===== config.mk =====
export PLATFORM = sky130hd
export DESIGN_NAME = dfr_reservoir_sequencer
export DESIGN_NICKNAME = d
export VERILOG_FILES = /design/src/rtl/dfr_reservoir_sequencer.sv
export SDC_FILE = /design/constraint.sdc
export NUM_CORES = 1
export LEC_CHECK = 0
export BUFFER_PORTS_ARGS = -buffer_cell sky130_fd_sc_hd__buf_4
export CAP_MARGIN = 5
export CORE_MARGIN = 4
export CORE_UTILIZATION = 55
export CTS_CLUSTER_DIAMETER = 200
export DETAILED_ROUTE_END_ITERATION = 8
export GPL_TIMING_DRIVEN = 1
export PLACE_DENSITY_LB_ADDON = 0.05
export SYNTH_ARGS = -nofsm -noshare
export SYNTH_HDL_FRONTEND = slang
export SYNTH_SLANG_ARGS = --single-unit

===== constraint.sdc =====
create_clock -name clk -period 6.9 [get_ports clk]
set_input_delay 0.69 -clock clk [delete_from_list [all_inputs] [get_ports clk]]
set_output_delay 0.69 -clock clk [all_outputs]
set_load 0.01 [all_outputs]

===== src/rtl/dfr_reservoir_sequencer.sv =====
// Delayed-feedback reservoir sequencer: walks the virtual nodes for each
// input sample and drives one ASIC conversion per node.
module dfr_reservoir_sequencer #(
    parameter int NUM_NODES      = 16,
    parameter int NODE_W         = $clog2(NUM_NODES),
    parameter int INPUT_SHIFT    = 1,
    parameter int FEEDBACK_SHIFT = 1
) (
    input  logic              clk,
    input  logic              rst,
    input  logic              sample_valid,
    input  logic [15:0]       sample_data,
    output logic              sample_ready,
    input  logic              mask_wr_en,
    input  logic [NODE_W-1:0] mask_wr_addr,
    input  logic [15:0]       mask_wr_data,
    input  logic              clear,
    output logic              asic_start,
    output logic [15:0]       asic_data_in,
    input  logic              asic_ready,
    input  logic [15:0]       asic_data_out,
    output logic              node_valid,
    output logic [NODE_W-1:0] node_idx,
    output logic [15:0]       node_data,
    output logic              sample_done,
    output logic              busy
);

    typedef enum logic [2:0] {
        S_IDLE,
        S_CLEAR,
        S_FETCH,
        S_COMPUTE,
        S_START,
        S_WAIT_LOW,
        S_WAIT_HIGH,
        S_WRITE
    } state_t;

    localparam logic [NODE_W-1:0] LAST = NODE_W'(NUM_NODES - 1);

    logic [15:0] mask_mem [NUM_NODES];
    logic [15:0] res_mem  [NUM_NODES];

    state_t            state;
    logic [NODE_W-1:0] idx;
    logic [15:0]       sample_q;
    logic [15:0]       mask_q;
    logic [15:0]       res_q;
    logic [15:0]       t_in;
    logic [15:0]       t_fb;
    logic [16:0]       sum;
    logic [15:0]       word;

    assign sample_ready = (state == S_IDLE) && !clear;

    // Upper half of the Q0.16 product is the masked input term.
    assign t_in = 16'((32'(sample_q) * 32'(mask_q)) >> (16 + INPUT_SHIFT));
    assign t_fb = res_q >> FEEDBACK_SHIFT;
    assign sum  = {1'b0, t_in} + {1'b0, t_fb};
    assign word = sum[16] ? 16'hFFFF : sum[15:0];

    // Memories are deliberately not reset; software uses clear.
    always_ff @(posedge clk) begin
        if (!rst && state == S_IDLE && mask_wr_en)
            mask_mem[mask_wr_addr] <= mask_wr_data;
        if (!rst && state == S_CLEAR)
            res_mem[idx] <= '0;
        else if (!rst && state == S_WRITE)
            res_mem[idx] <= asic_data_out;
        if (state == S_FETCH) begin
            mask_q <= mask_mem[idx];
            res_q  <= res_mem[idx];
        end
    end

    always_ff @(posedge clk) begin
        if (rst) begin
            state        <= S_IDLE;
            idx          <= '0;
            sample_q     <= '0;
            asic_start   <= 1'b0;
            asic_data_in <= '0;
            node_valid   <= 1'b0;
            node_idx     <= '0;
            node_data    <= '0;
            sample_done  <= 1'b0;
            busy         <= 1'b0;
        end else begin
            asic_start  <= 1'b0;
            node_valid  <= 1'b0;
            sample_done <= 1'b0;
            unique case (state)
                S_IDLE: begin
                    if (clear) begin
                        idx   <= '0;
                        state <= S_CLEAR;
                        busy  <= 1'b1;
                    end else if (sample_valid) begin
                        sample_q <= sample_data;
                        idx      <= '0;
                        state    <= S_FETCH;
                        busy     <= 1'b1;
                    end
                end
                S_CLEAR: begin
                    if (idx == LAST) begin
                        idx   <= '0;
                        state <= S_IDLE;
                        busy  <= 1'b0;
                    end else begin
                        idx <= idx + 1'b1;
                    end
                end
                S_FETCH: state <= S_COMPUTE;
                S_COMPUTE: begin
                    asic_data_in <= word;
                    asic_start   <= 1'b1;
                    state        <= S_START;
                end
                S_START: state <= S_WAIT_LOW;
                S_WAIT_LOW: begin
                    if (!asic_ready)
                        state <= S_WAIT_HIGH;
                end
                S_WAIT_HIGH: begin
                    if (asic_ready)
                        state <= S_WRITE;
                end
                S_WRITE: begin
                    node_valid <= 1'b1;
                    node_idx   <= idx;
                    node_data  <= asic_data_out;
                    if (idx == LAST) begin
                        sample_done <= 1'b1;
                        idx         <= '0;
                        state       <= S_IDLE;
                        busy        <= 1'b0;
                    end else begin
                        idx   <= idx + 1'b1;
                        state <= S_FETCH;
                    end
                end
                default: begin
                    state <= S_IDLE;
                    busy  <= 1'b0;
                end
            endcase
        end
    end

endmodule


### Word level (Yosys, flattened, before mapping)

Memory sizes are Yosys's and may differ from the RTL's. A register that Yosys moved wholly into a read port is not among the register bits.
Index checks and enable logic that the tools add are counted.

* RAM bits: 512
* latch bits: 0
* logic and storage cells: 73
* flip-flop bits (word level): 63
* output and inout port bits: 41
* memories: 2
* memory bits (read-only): 0
* input port bits: 58

Memory list
* mask_mem: words 16, width 16, rd ports 1, clocked after Yosys merged registers in 1, write ports 1, RTL line 42 `logic [15:0] mask_mem [NUM_NODES];`
* res_mem: words 16, width 16, rd ports 1, clocked after Yosys merged registers in 1, write ports 1, RTL line 43 `logic [15:0] res_mem [NUM_NODES];`

* reduce and logical (&&, ||, !) cells: 15
* eq/ne operators: 13
* $mul: 1
* add/subtract/negate cells: 2
* div/mod/pow operators: 0
* bitwise logic cells: 3
* mux-type cells: 27
* $lt $le $gt $ge: 0
* shift-type cells: 0

Operators with widths (count)
* $mul 16x16->32: 1
* $mux 16: 2
* $pmux 3 s8: 1
* $add 15x15->16: 1
* $mux 3: 5
* $mux 1: 13
* $eq 3x3->1 const B: 4
* $mux 4: 3
* $pmux 4 s2: 1
* $eq 3x2->1 const B: 2
* $reduce_and 3->1: 2
* $logic_and 1x1->1: 5
* $add 4x1->4 const B: 1
* $eq 4x4->1 const B: 1
* $ne 2x1->1 const B: 2
* $ne 2x2->1 const B: 2
* $reduce_and 4->1: 1
* $reduce_or 2->1: 2
* $eq 3x1->1 const B: 1
* $logic_not 3->1: 1
* $ne 3x3->1 const B: 1
* $logic_not 1->1: 2
* $mux 2: 1
* $not 1->1: 2
* 4 further kinds: 4

### Depth between registers and ports, before layout

* depth after elaboration: 6
* depth in mapped cells: 31
* gate-level depth less buffers: 30

### Least setup slack after synthesis

Ideal clock, no wire load.

* kind: reg2reg
* start: reg mask_q[1] (read register of mask_mem)
* end: reg asic_data_in[15]
* setup time: 131 ps
* setup slack: -631 ps
* stages on the path, launching flop included: 29
* path buffers: 1
* clock period less this slack: 7531 ps
* data arrival time: 7401 ps
* data required time: 6769 ps
* cell sequence: edfxtp_1 > clkbuf_1 > nand2_1 > fa_1 > fa_1 > fa_1 > fa_1 > inv_1 > fa_1 > inv_1 > fa_1 > inv_1 > ha_1 > a21o_1 > or2_2 > a21oi_1 > nor3_1 > o21ai_0 > o21bai_1 > a21oi_1 > xnor2_1 > ha_1 > or3_1 > o21bai_1 > a311o_1 > a311o_1 > a311o_1 > o211ai_2 > a21oi_2

* longest elaborated chain between the ends: 3

Ends and longest elaborated chain
* start: declaration: RTL line 48 `logic [15:0] mask_q;`
* $mul 16x16->32: RTL line 58 `assign t_in = 16'((32'(sample_q) * 32'(mask_q)) >> (16 + INPUT_SHIFT));`
* $add 15x15->16: RTL line 60 `assign sum = {1'b0, t_in} + {1'b0, t_fb};`
* $mux 16: RTL line 61 `assign word = sum[16] ? 16'hFFFF : sum[15:0];`
* end signal: assignment: RTL line 117 `asic_data_in <= word;`
* end: declaration: RTL line 19 `output logic [15:0] asic_data_in,`

Every way passes these cells.
A chain may end at the register's enable or synchronous reset.

### Final worst setup path

* start: reg mask_q[4] (read register of mask_mem)
* end: reg asic_data_in[15]

Same word-level chain as after synthesis.

==> impl_results.md <==
* CTS root buf: clkbuf_16
* Detail Placement HPWL at just under 50000 µm
* CTS tree: yes
* Fin crit share at 1.052
* Worst Clk Skew at ~36 ps
* Failing checks: negative setup slack
* Post-Layout Cell Count at roughly 3200
* Synth Flop Type: edfxtp_1
* Fillers at approximately 4000
* EDFF count, synth at about 530
* Gp weighted congestion at roughly 0.86
* Avg WL per Cell at between 20 and 25 µm
* Critical path arrival at between 7000 and 8000 ps
* Vias per inst at 5.610
* 1st-pass router iterations at 6
* Worst R2R Start: mask_q[4]
* Ports at 99
* CP most frequent cell: fa_1
* Total of max-cap violations at 0
* First-pass GRT wire length at ~110000 µm
* Clock sink count at ~600
* Core Footprint at between 50000 and 60000 µm²
* Outcome: finished, violations left
* Total number of vias at roughly 18000
* Post-placement cell count at roughly 3000
* Proportion of layout cells with a drive suffix above 1 at 0.2958
* Crit. Startpoint: mask_q[4]
* Grt total ovfl at 0
* Final Hold Fails at 0
* DRC at 0
* Vias in the first global route at 18500
* FMAX at around 0.14 GHz
* Max Root-Sink Buffers at 3
* Leakage at around 14 nW
* Synth cell types at 52
* H-tree Lvls at 2
* CP Launch Type: flip-flop
* Setup CP Type: flip-flop to flip-flop
* P&R area growth vs syn at 18.64%
* Setup crit end kind: flip-flop
* N_diodes at 0
* Power per cell area at approximately 240 nW/µm²
* Worst min path class: input pin to flip-flop
* Initial antenna violation count at 2
* CTS buffer count at just under 60
* Cells after Synth at about 2100
* Least-Margin Pin Slew at between 1000 and 1500 ps
* Synth async-reset ratio at 0
* R2R Setup Slk at -360 ps
* Cell Rows at 86
* Critical path's slowest cell: fa_1
* Initial core utilization at 0.5570
* Drt initial violations at about 1200
* Final setup viols at 9
* #FFs+latches synth at 590
* Syn_nets at roughly 2400
* Clock-pin slew on the worst setup and hold paths at approximately 60 ps
* Setup WS post-layout at -356.2 ps
* Layout Nets at between 2000 and 3000
* Seq. cell area at 17120 µm²
* Die footprint at 59750 µm²
* Synth Area per Inst at 14.82 µm²
* Post-route cell area at around 36000 µm²
* Clock Latency Late Sink at ~650 ps
* Die W at 244.4 µm
* Largest net degree at the start of global routing at 88
* Max incr delay on CP at 540 ps
* RSZ-0062 raised after global routing: true
* Seq/Total Area, Yosys at 0.5557
* Hold-fix buffers, CTS at 0
* Detail Route Antenna Nets at 0
* Multi-input logic area at between 10000 and 15000 µm²
* Final hold slack at just under 300 ps
* Post-Route WL at approximately 71000 µm
* Port buffer count at 98
* Worst Min Path Start: sample_data[13]
* Max transition margin at 0.1388
* Final Max Slew Viols at 0
* Synthesized cell area at between 30000 and 40000 µm²
* Die height at around 240 µm
* Total global-route track usage at 0.2443
* Yosys warns at 0
* Final Critical Period at around 7300 ps
* CP Max Fanout at 6
* Crit path required time at approximately 7400 ps
* VDD IR max at 0.2032 mV
* DP Area at between 30000 and 40000 µm²
final timing paths:
kind                                          to  cells past startpoint
worst max register to register  asic_data_in[15]                     29
worst min register to register   asic_data_in[2]                      2
worst max-delay path            asic_data_in[15]                     29
worst min-delay path                sample_q[13]                      3
registers in the layout (all words and copies together), names as in the netlist, 4 cells and up:
register,flops
sample_q,16
mask_mem,256
node_idx,4
res_q,15
mask_q,16
asic_data_in,16
node_data,16
idx,4
res_mem,240
per-layer routing:
metal  GRT usage  up-vias  part of all wire
li1            -     7889                 -
met1      0.3657     9215              0.43
met4     0.05068        2             0.018
met3     0.04167       82             0.067
met2      0.3865      512              0.48
met5           0        -           0.00028
power breakdown:
| part | switching [W] | total [W] | internal (W) |
|---|---|---|---|
| Sequential | 0.0000850 | 0.00402 | 0.00393 |
| Combinational | 0.000882 | 0.00178 | 0.000900 |
| Clock | 0.00135 | 0.00313 | 0.00178 |
cell type report:
type	count	share of cell area
Sequential cell	590	0.4693
Inverter	235	0.02418
Timing Repair Buffer	314	0.06915
Clock buffer	73	0.04191
Tap cell	748	0.02566
Clock inverter	39	0.01084
Multi-Input combinational cell	1156	0.3590
critical path: cells and delay by family (launching register included):
kind | cells | cell delay [ps]
AOI/OAI and AO/OA | 9 | 1620
xor gates and xnor gates | 1 | 140
adders and majority gates | 8 | 3500
buffers and inverters | 5 | 360
DFF | 1 | 450
and+or+nand+nor | 6 | 1010
cells in the mapped netlist, types with 2 or more instances:
cell | instances | area (µm²)
xor2_1 | 12 | 105.1
nor2_1 | 62 | 232.7
edfxtp_1 | 527 | 15830
nand3_1 | 11 | 55.05
clkbuf_1 | 80 | 300.3
a21o_1 | 8 | 60.06
nand2b_1 | 7 | 43.79
xnor2_1 | 19 | 166.4
a41oi_1 | 2 | 17.52
or3_1 | 4 | 25.02
ha_1 | 122 | 1526
o31ai_1 | 2 | 15.01
nand3b_1 | 2 | 15.01
buf_1 | 10 | 37.54
a311o_1 | 3 | 30.03
a21o_2 | 2 | 17.52
and2_1 | 129 | 807.0
nor3_1 | 17 | 85.08
nand4b_1 | 2 | 17.52
a211oi_1 | 5 | 37.54
o21ai_0 | 12 | 60.06
or3b_2 | 2 | 17.52
and3_1 | 3 | 18.77
a2111oi_0 | 3 | 26.28
nor3b_1 | 2 | 15.01
dfxtp_1 | 63 | 1261
nand4_1 | 6 | 37.54
o21a_1 | 6 | 45.04
a21boi_0 | 2 | 15.01
a21oi_1 | 70 | 350.3
or2_2 | 4 | 25.02
a221oi_1 | 2 | 17.52
buf_2 | 4 | 20.02
inv_1 | 235 | 882.1
o21bai_1 | 4 | 30.03
nor4_1 | 2 | 12.51
nand2_1 | 267 | 1002
mux4_2 | 155 | 3491
fa_1 | 194 | 3884
per-stage QoR:
| stage | util | power [W] | setup TNS [ps] | setup WS (ps) |
|---|---|---|---|---|
| after global placement | 0.6112 | 0.005625 | -4404 | -594.9 |
| after detailed placement | 0.6112 | 0.005645 | -5908 | -733.4 |
| after global routing | 0.6609 | 0.009350 | -4637 | -632.0 |
| after floorplan | - | 0.005076 | -134.1 | -120.2 |
| after CTS | 0.6557 | 0.008918 | -1765 | -344.6 |
| final | 0.6609 | 0.008929 | -1644 | -356.2 |
cell families after synthesis:
family	synth area share
flip-flops	0.5557
AND/OR/NAND/NOR	0.07902
buffers and inverters	0.04033
adder cells (fa/ha/maj)	0.1760
multiplexers	0.1139
AO/OA/AOI/OAI	0.02633
XOR/XNOR	0.008830
what timing repair did:
action / CTS / global route
pin swaps: 35 / 58
resized for setup: 97 / 60
setup buffers: 17 / 8
endpoints found under the setup margin: 12 / 12
placed cells by master, fill, tap and decap left out, types with 4 or more instances in the layout:
cell and count:
nand4_1 6, clkbuf_16 59, a21o_1 8, nor3_2 9, ha_1 101, inv_1 216, ha_2 6, nand2b_1 6
mux4_2 155, dfxtp_2 5, and2_1 118, xor2_1 11, nand3_1 9, nor3_1 7, inv_2 19, clkinv_1 13
ha_4 15, o21a_1 6, dfxtp_1 51, buf_6 14, clkinv_2 13, fa_2 10, and2_4 11, nor2_1 47
clkbuf_1 14, nand2_1 264, edfxtp_1 527, o21ai_2 4, o21ai_1 4, nor2_2 14, fa_1 184, xnor2_1 17
a21oi_2 11, buf_12 9, dfxtp_4 7, bufinv_16 5, buf_4 291, a21oi_1 58
Note: power is estimated with default switching activity, not from simulation.
